<file path="config.mk">
export PLATFORM = sky130hd
export DESIGN_NAME = clk_divider_mc
export DESIGN_NICKNAME = d
export VERILOG_FILES = /design/src/rtl/clk_div_pkg.sv /design/src/rtl/clk_div_chan.sv /design/src/rtl/clk_divider_mc.sv
export SDC_FILE = /design/constraint.sdc
export NUM_CORES = 1
export LEC_CHECK = 0
export ABC_AREA = 1
export CORE_ASPECT_RATIO = 0.9
export CORE_MARGIN = 4
export CORE_UTILIZATION = 40
export CTS_BUF_LIST = sky130_fd_sc_hd__clkbuf_8
export CTS_CLUSTER_SIZE = 25
export DETAILED_ROUTE_END_ITERATION = 8
export PLACE_DENSITY_LB_ADDON = 0.12
export SLEW_MARGIN = 20
export SYNTH_ARGS = -nofsm -noshare
export SYNTH_HDL_FRONTEND = slang
export SYNTH_SLANG_ARGS = --single-unit
export TNS_END_PERCENT = 10
</file>
<file path="constraint.sdc">
create_clock -name i_clk -period 3.11 [get_ports i_clk]
set_clock_uncertainty 0.15 [all_clocks]
set_input_delay 0.311 -clock i_clk [delete_from_list [all_inputs] [get_ports i_clk]]
set_output_delay 0.311 -clock i_clk [all_outputs]
set_load 0.01 [all_outputs]
</file>
<file path="src/rtl/clk_div_pkg.sv">
// Shared constants and channel-state encoding for the multi-channel clock divider.
package clk_div_pkg;

  localparam int DIV_W_DEFAULT   = 8;
  localparam int DEF_DIV_DEFAULT = 50;
  localparam int MIN_DIV         = 2;

  typedef enum logic [1:0] {
    CH_IDLE,
    CH_RUN,
    CH_STOPPING
  } chan_state_e;

endpackage

</file>
<file path="src/rtl/clk_div_chan.sv">
// One divider channel: period counter, run/stop state, shadow ratio and tick pulse.
module clk_div_chan
  import clk_div_pkg::*;
#(
  parameter int DIV_W   = DIV_W_DEFAULT,
  parameter int DEF_DIV = DEF_DIV_DEFAULT
) (
  input  logic             i_clk,
  input  logic             i_reset,
  input  logic             i_en,
  input  logic             i_wr,
  input  logic [DIV_W-1:0] i_wr_val,
  output logic             o_clk,
  output logic             o_tick,
  output logic             o_pend
);

  chan_state_e      state;
  logic [DIV_W-1:0] cnt;
  logic [DIV_W-1:0] div_act;
  logic [DIV_W-1:0] div_shadow;
  logic             last;
  logic [DIV_W-1:0] cnt_nxt;
  logic [DIV_W:0]   half;
  logic             high_nxt;

  // Extra bit on the half-period so (D+1)>>1 cannot overflow at the maximum ratio.
  assign last     = (cnt == div_act - DIV_W'(1));
  assign cnt_nxt  = cnt + DIV_W'(1);
  assign half     = ({1'b0, div_act} + (DIV_W + 1)'(1)) >> 1;
  assign high_nxt = ({1'b0, cnt_nxt} < half);

  // A period boundary either restarts (picking up any pending ratio) or parks in IDLE;
  // a write is handled after the boundary so it wins over the shadow it replaces.
  always_ff @(posedge i_clk) begin
    if (i_reset) begin
      state      <= CH_IDLE;
      cnt        <= '0;
      div_act    <= DIV_W'(DEF_DIV);
      div_shadow <= '0;
      o_clk      <= 1'b0;
      o_tick     <= 1'b0;
      o_pend     <= 1'b0;
    end else begin
      o_tick <= 1'b0;
      case (state)
        CH_IDLE: begin
          if (i_en) begin
            state  <= CH_RUN;
            cnt    <= '0;
            o_clk  <= 1'b1;
            o_tick <= 1'b1;
            if (o_pend) begin
              div_act <= div_shadow;
              o_pend  <= 1'b0;
            end
          end
        end
        default: begin
          if (last) begin
            if (i_en) begin
              state  <= CH_RUN;
              cnt    <= '0;
              o_clk  <= 1'b1;
              o_tick <= 1'b1;
              if (o_pend) begin
                div_act <= div_shadow;
                o_pend  <= 1'b0;
              end
            end else begin
              state <= CH_IDLE;
              cnt   <= '0;
              o_clk <= 1'b0;
            end
          end else begin
            state <= i_en ? CH_RUN : CH_STOPPING;
            cnt   <= cnt_nxt;
            o_clk <= high_nxt;
          end
        end
      endcase

      if (i_wr) begin
        if (state == CH_IDLE) begin
          div_act <= i_wr_val;
          o_pend  <= 1'b0;
        end else begin
          div_shadow <= i_wr_val;
          o_pend     <= 1'b1;
        end
      end
    end
  end

endmodule

</file>
<file path="src/rtl/clk_divider_mc.sv">
// Multi-channel clock divider: decodes ratio writes, flags bad ones, and hosts NCH channels.
module clk_divider_mc
  import clk_div_pkg::*;
#(
  parameter int NCH     = 4,
  parameter int DIV_W   = DIV_W_DEFAULT,
  parameter int DEF_DIV = DEF_DIV_DEFAULT,
  localparam int SEL_W  = (NCH > 1) ? $clog2(NCH) : 1
) (
  input  logic             i_clk,
  input  logic             i_reset,
  input  logic [NCH-1:0]   i_en,
  input  logic             i_div_wr,
  input  logic [SEL_W-1:0] i_div_sel,
  input  logic [DIV_W-1:0] i_div_val,
  output logic [NCH-1:0]   o_clk,
  output logic [NCH-1:0]   o_tick,
  output logic [NCH-1:0]   o_pend,
  output logic             o_err
);

  logic sel_ok;
  logic val_ok;
  logic wr_ok;

  assign sel_ok = (32'(i_div_sel) < 32'(NCH));
  assign val_ok = (i_div_val >= DIV_W'(MIN_DIV));
  assign wr_ok  = i_div_wr && sel_ok && val_ok;

  // Rejected writes never reach a channel; they only raise a one-cycle error pulse.
  always_ff @(posedge i_clk) begin
    if (i_reset) begin
      o_err <= 1'b0;
    end else begin
      o_err <= i_div_wr && !wr_ok;
    end
  end

  for (genvar k = 0; k < NCH; k++) begin : g_chan
    clk_div_chan #(
      .DIV_W   (DIV_W),
      .DEF_DIV (DEF_DIV)
    ) u_chan (
      .i_clk    (i_clk),
      .i_reset  (i_reset),
      .i_en     (i_en[k]),
      .i_wr     (wr_ok && (i_div_sel == SEL_W'(k))),
      .i_wr_val (i_div_val),
      .o_clk    (o_clk[k]),
      .o_tick   (o_tick[k]),
      .o_pend   (o_pend[k])
    );
  end

endmodule

</file>
After elaboration in Yosys (flattened, before gate mapping) --
Index checks and enable logic that the tools add are counted.
Word-level totals: register bits 117, input port bits 17, output and inout bits 13, word-level logic and storage cells 181
Operators by class: add/sub/neg operators 12, $lt $le $gt $ge 5, eq/ne operators 11, multiplexer cells 100, bitwise gates (word level) 4, reduce and logical (&&, ||, !) cells 20
Operators by type and width (count):
- $mux W8 | 36
- $mux W1 | 48
- $add A8 B1 Y9 const B | 4
- $add A8 B1 Y8 const B | 4
- $eq A8 B8 Y1 | 4
- $lt A8 B8 Y1 | 4
- $mux W2 | 16
- $sub A8 B1 Y8 const B | 4
- $reduce_bool A3 Y1 | 4
- $logic_not A2 Y1 | 5
- $ge A8 B2 Y1 const B | 1
- $ne A2 B2 Y1 const B | 4
- $reduce_and A2 Y1 | 4
- $logic_and A1 B1 Y1 | 6
- $eq A2 B2 Y1 const B | 2
- $not A1 Y1 | 4
- $eq A2 B1 Y1 const B | 1
- $logic_not A1 Y1 | 1

Logic depth before layout (Yosys ltp) --
Gate-level depths: netlist (run 1).
depth after elaboration 6, gate-level depth with buffers 16, mapped depth without buffers 16

Hierarchy --
From an unflattened synthesis (run 1), not the netlist that was laid out.
Unflattened totals: cells, all modules 1219, area total of the unflattened synthesis 7951.4 sq um
By module, submodules not included:
- clk_div_chan (g_chan[0].u_chan ...) | instances 3, cells an instance 300, area each 1959.4 sq um, sequential area each 580.6 sq um
- clk_div_chan (g_chan[1].u_chan) | instances 1, cells an instance 298, area each 1961.9 sq um, sequential area each 580.6 sq um
- clk_divider_mc | instances 1, cells an instance 21, area each 111.4 sq um, sequential area each 20.0 sq um

Worst setup path before layout (run 1) --
Ideal clock, no wire load.
kind register to register, start register g_chan[3].u_chan.div_act[0], end register g_chan[3].u_chan.o_clk, setup time 0.109 ns, arrival 1.927 ns, required time 2.851 ns, setup slack 0.924 ns, stages on the path, launching flop included 14, path buffers 0, period minus slack after synthesis 2.186 ns, path through dfxtp_1 -> inv_1 -> nor3_1 -> nand3_1 -> nor3_1 -> xor2_1 -> ha_1 -> inv_1 -> o31ai_1 -> a21oi_1 -> nand3_1 -> nand3_1 -> nand2_1 -> inv_1
Between the ends: longest elaborated chain between the ends 4, elaborated cells on any way between the ends 6, those cells by class add/sub (2); order compare (1); eq/ne (1); mux (2)
RTL lines:
- start: declaration | line clk_div_chan.sv:20 | logic [DIV_W-1:0] div_act;
- start signal: assignment | line clk_div_chan.sv:39 | div_act <= DIV_W'(DEF_DIV);
- start signal: assignment | line clk_div_chan.sv:54 | div_act <= div_shadow;
- start signal: assignment | line clk_div_chan.sv:67 | div_act <= div_shadow;
- $add A8 B1 Y9 or $sub A8 B1 Y8 (tied branches) | line clk_div_chan.sv:30, clk_div_chan.sv:28
- $lt A8 B8 Y1 or $eq A8 B8 Y1 (tied branches) | line clk_div_chan.sv:31, clk_div_chan.sv:28
- $mux W1 (*) | line clk_div_chan.sv:60 | if (last) begin
- $mux W1 (*) | line clk_div_chan.sv:46 | case (state)
- end signal: assignment | line clk_div_chan.sv:78 | o_clk <= high_nxt;
- end: declaration | line clk_div_chan.sv:13 | output logic o_clk,
Mark *: on every way between the ends. The rest lies on a longest branch, timed or not. A chain may end at the register's enable or synchronous reset.

Worst setup path in the final report (run 1) --
Same ends and word-level chain as after synthesis.

==> results of run 1 <==
## sequential cells by signal, summed over array words and instances (netlist names)
| name | flops |
|---|---|
| g_chan.u_chan.cnt | 32 |
| g_chan.u_chan.state | 8 |
| g_chan.u_chan.div_shadow | 32 |
| g_chan.u_chan.div_act | 32 |
| g_chan.u_chan.o_clk | 4 |
| g_chan.u_chan.o_tick | 4 |
| g_chan.u_chan.o_pend | 4 |
| o_err | 1 |
## worst min-delay path by stage
stage	end	slack (ps)	cells after the start
floorplan	g_chan[0].u_chan.div_shadow[7]$_SDFFE_PP0P_	270	2
global route	g_chan[0].u_chan.div_shadow[3]$_SDFFE_PP0P_	320	2
CTS	g_chan[1].u_chan.div_shadow[2]$_SDFFE_PP0P_	300	2
finish	g_chan[1].u_chan.div_shadow[0]$_SDFFE_PP0P_	300	2
global placement	g_chan[2].u_chan.div_shadow[0]$_SDFFE_PP0P_	290	2
detailed placement	g_chan[1].u_chan.div_shadow[2]$_SDFFE_PP0P_	290	2
## per-layer routing
| metal | track usage | part of all wire |
|---|---|---|
| met1 | 0.2650 | 0.53 |
| met2 | 0.2821 | 0.44 |
| met3 | 0.03751 | 0.028 |
| met4 | 0.03242 | 0.0072 |
| met5 | 0 | 0 |
## logic make-up after synthesis
family / after synthesis / synth area share
buf+inv: 225 / 0.1237
simple gates: 556 / 0.3191
flops: 117 / 0.2954
compound gates: 200 / 0.1324
xor+xnor: 60 / 0.06628
fa+ha+maj: 40 / 0.06312
## stage by stage
stage | power (W) | std cells | hold WS (ps) | util | area [sq um]
global route | 0.003920 | 1462 | 320.5 | 0.4468 | 8641
CTS | 0.003738 | 1462 | 304.5 | 0.4468 | 8641
global placement | 0.002334 | 1430 | 287.6 | 0.4273 | 8263
detailed placement | 0.002336 | 1430 | 292.8 | 0.4273 | 8263
finish | 0.003682 | 1463 | 300.9 | 0.4469 | 8643
floorplan | 0.002166 | 1198 | 274.5 | - | 7929
## layout make-up
type	count	area (sq um)
antenna	1	2.502
clock buffer	19	261.5
clock inverter	13	116.4
fill	2105	10700
inverter	165	619.3
multi-input combinational	856	4606
sequential	117	2342
tap	250	312.8
timing repair buffer	42	382.9
## worst register-to-register path: stages (launching register included)
cell	delay [ps]
sky130_fd_sc_hd__dfxtp_1	390
sky130_fd_sc_hd__inv_1	110
sky130_fd_sc_hd__nor3_1	300
sky130_fd_sc_hd__nand3_1	160
sky130_fd_sc_hd__nor3_1	200
sky130_fd_sc_hd__xor2_1	100
sky130_fd_sc_hd__ha_1	280
sky130_fd_sc_hd__inv_1	40
sky130_fd_sc_hd__o31ai_1	240
sky130_fd_sc_hd__a21oi_1	90
sky130_fd_sc_hd__nand3_1	90
sky130_fd_sc_hd__nand3_1	70
sky130_fd_sc_hd__nand2_1	60
sky130_fd_sc_hd__inv_1	40
## report_power, final
group          switching (W)  total, W  internal (W)
clock network       0.000645   0.00138      0.000737
registers          0.0000778   0.00164       0.00156
logic               0.000416  0.000658      0.000242
## cell usage in the layout (no fill, tap or decap), types with 2 or more instances in the layout
cell type,instances
sky130_fd_sc_hd__nor2_2,7
sky130_fd_sc_hd__o21ai_0,65
sky130_fd_sc_hd__dfxtp_1,117
sky130_fd_sc_hd__nor3_4,4
sky130_fd_sc_hd__ha_1,40
sky130_fd_sc_hd__a21oi_1,104
sky130_fd_sc_hd__nor3_2,3
sky130_fd_sc_hd__buf_4,13
sky130_fd_sc_hd__o21ai_2,3
sky130_fd_sc_hd__nand3_4,2
sky130_fd_sc_hd__inv_2,15
sky130_fd_sc_hd__nand3_2,4
sky130_fd_sc_hd__o32ai_1,6
sky130_fd_sc_hd__clkdlybuf4s50_1,28
sky130_fd_sc_hd__nand2_1,289
sky130_fd_sc_hd__a21oi_2,2
sky130_fd_sc_hd__bufinv_16,2
sky130_fd_sc_hd__nand4_1,9
sky130_fd_sc_hd__nand2_4,3
sky130_fd_sc_hd__nor2_1,66
sky130_fd_sc_hd__clkbuf_8,19
sky130_fd_sc_hd__clkinv_2,5
sky130_fd_sc_hd__xor2_1,51
sky130_fd_sc_hd__inv_1,150
sky130_fd_sc_hd__o21ai_1,17
sky130_fd_sc_hd__clkinv_1,4
sky130_fd_sc_hd__xnor2_1,9
sky130_fd_sc_hd__nor2_4,4
sky130_fd_sc_hd__o31ai_1,3
sky130_fd_sc_hd__nor3_1,17
sky130_fd_sc_hd__nand3_1,130
sky130_fd_sc_hd__nand2_2,16
==> metrics, run 1 <==
run status=finished, final reports clean; horizontal die dimension=~160 um; Overflow after GRT=0; detailed-placement wirelength estimate=between 10000 and 15000 um; Core Region=a little under 20000 sq um; R2R cell count=13; worst-path cell chain=inv_1, nor3_1, nand3_1, nor3_1, xor2_1, ha_1, inv_1, o31ai_1, a21oi_1, nand3_1, nand3_1, nand2_1, inv_1; io pins=30; number of antenna-violating nets in the routed design=0; CP Capture Point=g_chan[3].u_chan.o_clk$_SDFFE_PP0P_; Top FF cell, synth=sky130_fd_sc_hd__dfxtp_1; stages on the worst setup path=13; worst max-slew margin expressed relative to the limit=0.5036; kind of cell with the highest combined delay on the critical path=simple AND/OR/NAND/NOR gates; fraction of final layout cells with drive strength greater than 1=0.08663; final routed wirelength across all metal layers=about 20000 um; PwrDens=approximately 430 nW/um^2; number of instances in the synthesized netlist=1198; clk_lat worst skew=~440 ps; start point of the critical path=g_chan[3].u_chan.div_act[0]$_SDFF_PP0_; detailed-route via count=7103; total number of clock tree sinks=117; quantity of hold-fixing buffers added after cts=0; worst-margin pin slew=744.6 ps; Async S/R FF share, synth=0; Syn Nets=about 1300; r2r setup slk=between 600 and 700 ps; critical path's slowest cell=sky130_fd_sc_hd__dfxtp_1; mean number of vias per cell=around 4.9; most common library cells after synthesis=sky130_fd_sc_hd__nand2_1 (289), sky130_fd_sc_hd__inv_1 (146), sky130_fd_sc_hd__nand3_1 (130); Port Buffer Count=29; cell leakage power=roughly 4.0 nW; Req. time, crit path=between 3000 and 4000 ps; worst setup path category=flip-flop to flip-flop; number of levels the H-tree was split into=4; final clock period utilization by the worst path=0.7803; die outline area=roughly 22000 sq um; Crit. End Element=flip-flop; Reg-to-Reg End=g_chan[3].u_chan.o_clk$_SDFFE_PP0P_; max cap viols=0; slowest stage delay, CP=slightly below 400 ps; worst slack after detailed placement=677.6 ps; synth top area cells=sky130_fd_sc_hd__dfxtp_1 (30%), sky130_fd_sc_hd__nand2_1 (14%), sky130_fd_sc_hd__nand3_1 (8.2%); last weighted congestion value of the routability-driven placer=a little over 0.8; final-report setup violation count=0; cell chosen for the clock root=sky130_fd_sc_hd__clkbuf_8; Bufs on Longest Clock Path=2; clock tree from TritonCTS=done; number of gates resized after CTS=0; height of the die=approximately 140 um; total count of hold-check failures in the final report=0; number of CTS-inserted buffers=17; first-pass GRT wire length=around 33000 um; Worst IR Drop VDD=298.4 uV; maximum clock frequency=roughly 410 MHz; Final min period=2427 ps; RSZ-0062 raised after global routing=no; crit path setup slack, layout=just under 700 ps; largest net degree at the start of global routing=63; Final Max Tran Viols=0; startpoint of the worst hold path=g_chan[1].u_chan.div_shadow[0]$_SDFFE_PP0P_; number of remaining DRC errors=0; highest fanout seen on the critical path=4; count of nets after finishing=around 1300; antenna violations before repair=0; synthesized flop and latch total=roughly 120; most numerous cell in the Yosys netlist=sky130_fd_sc_hd__nand2_1; part of the Yosys area used for sequential elements=0.2954; Worst setup SP type=flip-flop; Mean Syn Cell Area=~6.6 sq um; Starting DRT DRC Count=332; count of unique library cells instantiated by Yosys=34; biggest area consumer among synthesized cells=sky130_fd_sc_hd__dfxtp_1; class of the worst hold path=flip-flop to flip-flop; number of detailed-routing iterations run before antenna repair=5; YS warnings=0; clock-pin slew of the registers on the worst-case setup and hold paths=approximately 70 ps; initial core utilization=0.4100; post-CTS setup buffers=0; critical path data arrival time=between 2000 and 3000 ps; via count of the first global-routing pass=roughly 6500; total negative setup slack=0 ps; all-layer global routing usage=0.1822; combined buffer and inverter count along the critical path=3; detailed-route wire length per cell=around 13 um; launch instance of the worst register-to-register path=g_chan[3].u_chan.div_act[0]$_SDFF_PP0_; post-synthesis instance area=around 7900 sq um; cell row count=48; area share of the largest cell type after synthesis=0.2954; count of flip-flops with a built-in enable after synthesis=0; synthesis-to-finish area growth=9.011%
(Power assumes the default switching activity.)
==> inputs of run 2 (changes only) <==
==> constraint.sdc (replaced) <==
create_clock -name i_clk -period 2.3 [get_ports i_clk]
set_clock_uncertainty 0.15 [all_clocks]
set_input_delay 0.23 -clock i_clk [delete_from_list [all_inputs] [get_ports i_clk]]
set_output_delay 0.23 -clock i_clk [all_outputs]
set_load 0.01 [all_outputs]
==> metrics, run 2 (synthesis gave the netlist of run 1 again) <==
number of antenna-violating nets in the routed design=0; Req. time, crit path=2430 ps; all-layer global routing usage=0.1852; clk_lat worst skew=430 ps; Post-Place Cells=roughly 1500; Sequential cell area=between 2000 and 2500 sq um; final routed wirelength across all metal layers=20410 um; part of the total power dissipated in sequential elements=0.448; post-route cell area=between 9000 and 10000 sq um; RSZ-0062 raised after global routing=yes; switching power of the nets=0.001543 W; leading cell type in the layout, fill and taps excluded=sky130_fd_sc_hd__nand2_1; endpoint with the worst hold slack=g_chan[3].u_chan.o_tick$_SDFF_PP0_; cell leakage power=about 4.2 nW; kind of cell with the highest combined delay on the critical path=simple AND/OR/NAND/NOR gates; worst slack after detailed placement=-143.7 ps; R2R cell count=12; cell row count=48; crit path setup slack, layout=125.9 ps; run status=finished, final reports clean; PwrDens=about 540 nW/um^2; highest fanout seen on the critical path=10; Core Region=slightly below 20000 sq um; largest net degree at the start of global routing=63; cell chosen for the clock root=sky130_fd_sc_hd__clkbuf_8; global routing met1 resource utilization=0.2706; class of the worst hold path=input pin to flip-flop; synthesis-to-finish area growth=16.06%; critical path data arrival time=2310 ps; internal power summed over all cells=0.003390 W; slowest stage delay, CP=between 300 and 400 ps; fraction of final layout cells with drive strength greater than 1=0.1481; via count of the first global-routing pass=around 6700; number of levels the H-tree was split into=4; Crit. End Element=flip-flop; total of fill cells in the finished design=slightly above 2000; total negative setup slack=0 ps; total number of clock tree sinks=about 120; antenna violations before repair=0; combinational group share of total power=0.207; worst setup path category=flip-flop to flip-flop; total count of hold-check failures in the final report=0; initial core utilization=0.4100; met3 Resource Use GR=0.03355; Antenna diodes=0; Final Max Tran Viols=0; placed cell area=between 8000 and 9000 sq um; leading cell types in the layout, fill and taps excluded=sky130_fd_sc_hd__nand2_1 (289), sky130_fd_sc_hd__inv_1 (153), sky130_fd_sc_hd__nand3_1 (126), sky130_fd_sc_hd__dfxtp_1 (106), sky130_fd_sc_hd__a21oi_1 (101); clock tree from TritonCTS=done; detailed-placement wirelength estimate=15080 um; Layout Utilization=0.4759; detailed-route wire length per cell=between 10 and 15 um; worst-margin pin slew=~730 ps; number of remaining DRC errors=0; Overflow after GRT=0; layer with the highest usage after global routing=met2; last weighted congestion value of the routability-driven placer=about 0.84; quantity of hold-fixing buffers added after cts=0; critical path's slowest cell=sky130_fd_sc_hd__dfxtp_2; Reg-to-Reg End=g_chan[3].u_chan.o_pend$_SDFFE_PP0P_; first-pass GRT wire length=about 34000 um; global routing usage on met2=0.2882; number of cells on the worst hold path=3; die outline area=~22000 sq um; r2r setup slk=between 100 and 150 ps; mean number of vias per cell=slightly below 5; io pins=30; Final min period=between 2000 and 2500 ps; startpoint of the worst hold path=i_reset; number of cells in the finished layout apart from fillers=1506; combined buffer and inverter count along the critical path=1; total area of multi-input combinational cells=4808 sq um; maximum clock frequency=between 400 and 500 MHz; Clock power frac=0.345; horizontal die dimension=approximately 160 um; count of nets after finishing=1301; Bufs on Longest Clock Path=2; final-report setup violation count=0; Port Buffer Count=29; detailed-route via count=around 7300; number of CTS-inserted buffers=17; worst max-slew margin expressed relative to the limit=0.5125; final clock period utilization by the worst path=0.9453; number of detailed-routing iterations run before antenna repair=5; Worst setup SP type=flip-flop; largest registers=g_chan.u_chan.cnt (32), g_chan.u_chan.div_act (32), g_chan.u_chan.div_shadow (32); Worst IR Drop VDD=342.9 uV; Starting DRT DRC Count=about 400; share of total power consumed by net switching=0.3128; worst-path cell chain=inv_1, ha_1, xor2_1, nand2_1, nor2_1, nand3_1, nor2_2, nand2_4, nand2_4, nand2_2, nand2_1, a21oi_1; height of the die=between 100 and 150 um; launch instance of the worst register-to-register path=g_chan[3].u_chan.div_act[0]$_SDFF_PP0_; max cap viols=0; clock-pin slew of the registers on the worst-case setup and hold paths=roughly 70 ps
run 2: worst reg2reg max path: stages (launching register included):
cell and delay, ps:
sky130_fd_sc_hd__dfxtp_2 360, sky130_fd_sc_hd__inv_1 100, sky130_fd_sc_hd__ha_1 330, sky130_fd_sc_hd__xor2_1 150
sky130_fd_sc_hd__nand2_1 70, sky130_fd_sc_hd__nor2_1 120, sky130_fd_sc_hd__nand3_1 100, sky130_fd_sc_hd__nor2_2 130
sky130_fd_sc_hd__nand2_4 120, sky130_fd_sc_hd__nand2_4 150, sky130_fd_sc_hd__nand2_2 100, sky130_fd_sc_hd__nand2_1 70
sky130_fd_sc_hd__a21oi_1 50
run 2: final cells by class:
class,instances,share of cell area
tap,250,0.03399
inverter,165,0.06730
multi-input combinational,856,0.5225
sequential,117,0.2571
clock inverter,12,0.008294
clock buffer,19,0.02842
timing repair buffer,87,0.08239
run 2: how the worst max path moves through the flow:
stage	from	end	cells past startpoint
floorplan	g_chan[3].u_chan.div_act[0]$_SDFF_PP0_	g_chan[3].u_chan.o_clk$_SDFFE_PP0P_	13
global placement	i_div_val[6]	g_chan[3].u_chan.div_act[5]$_SDFF_PP1_	9
detailed placement	i_div_val[6]	g_chan[3].u_chan.div_act[5]$_SDFF_PP1_	9
CTS	g_chan[3].u_chan.div_act[0]$_SDFF_PP0_	g_chan[3].u_chan.o_pend$_SDFFE_PP0P_	12
global route	g_chan[3].u_chan.div_act[0]$_SDFF_PP0_	g_chan[3].u_chan.o_clk$_SDFFE_PP0P_	13
finish	g_chan[3].u_chan.div_act[0]$_SDFF_PP0_	g_chan[3].u_chan.o_pend$_SDFFE_PP0P_	12
run 2: metrics by stage:
stage | power [W] | hold slack [ps]
6_report | 0.004932 | 284.1
5_1_grt | 0.005225 | 303.1
4_1_cts | 0.004966 | 271.2
3_5_place_dp | 0.003241 | 291.2
3_3_place_gp | 0.003240 | 288.7
2_1_floorplan | 0.002928 | 207.3
run 2: what timing repair did:
| item | 4_1_cts | 5_1_grt |
|---|---|---|
| resized for setup | 1 | 56 |
| endpoints found under the hold margin | 0 | 0 |
| setup endpoints to repair | 1 | 47 |
| pin swaps | 0 | 11 |
| buffers inserted | 0 | 1 |
run 2: power groups by stage:
stage / Sequential (W) / Clock, W / Combinational (W)
2_1_floorplan: 0.00222 / 0 / 0.000708
3_3_place_gp: 0.00225 / 0 / 0.000988
3_5_place_dp: 0.00225 / 0 / 0.000989
4_1_cts: 0.00221 / 0.00176 / 0.000996
5_1_grt: 0.00222 / 0.00185 / 0.00116
6_report: 0.00221 / 0.00170 / 0.00102
run 2: metal layers:
layer | vias up | wire (um) | part of all wire
li1 | 3929 | - | -
met1 | 3311 | 10700 | 0.52
met2 | 82 | 9014 | 0.44
met3 | 13 | 551 | 0.027
met4 | 0 | 136 | 0.0067
met5 | - | 0 | 0
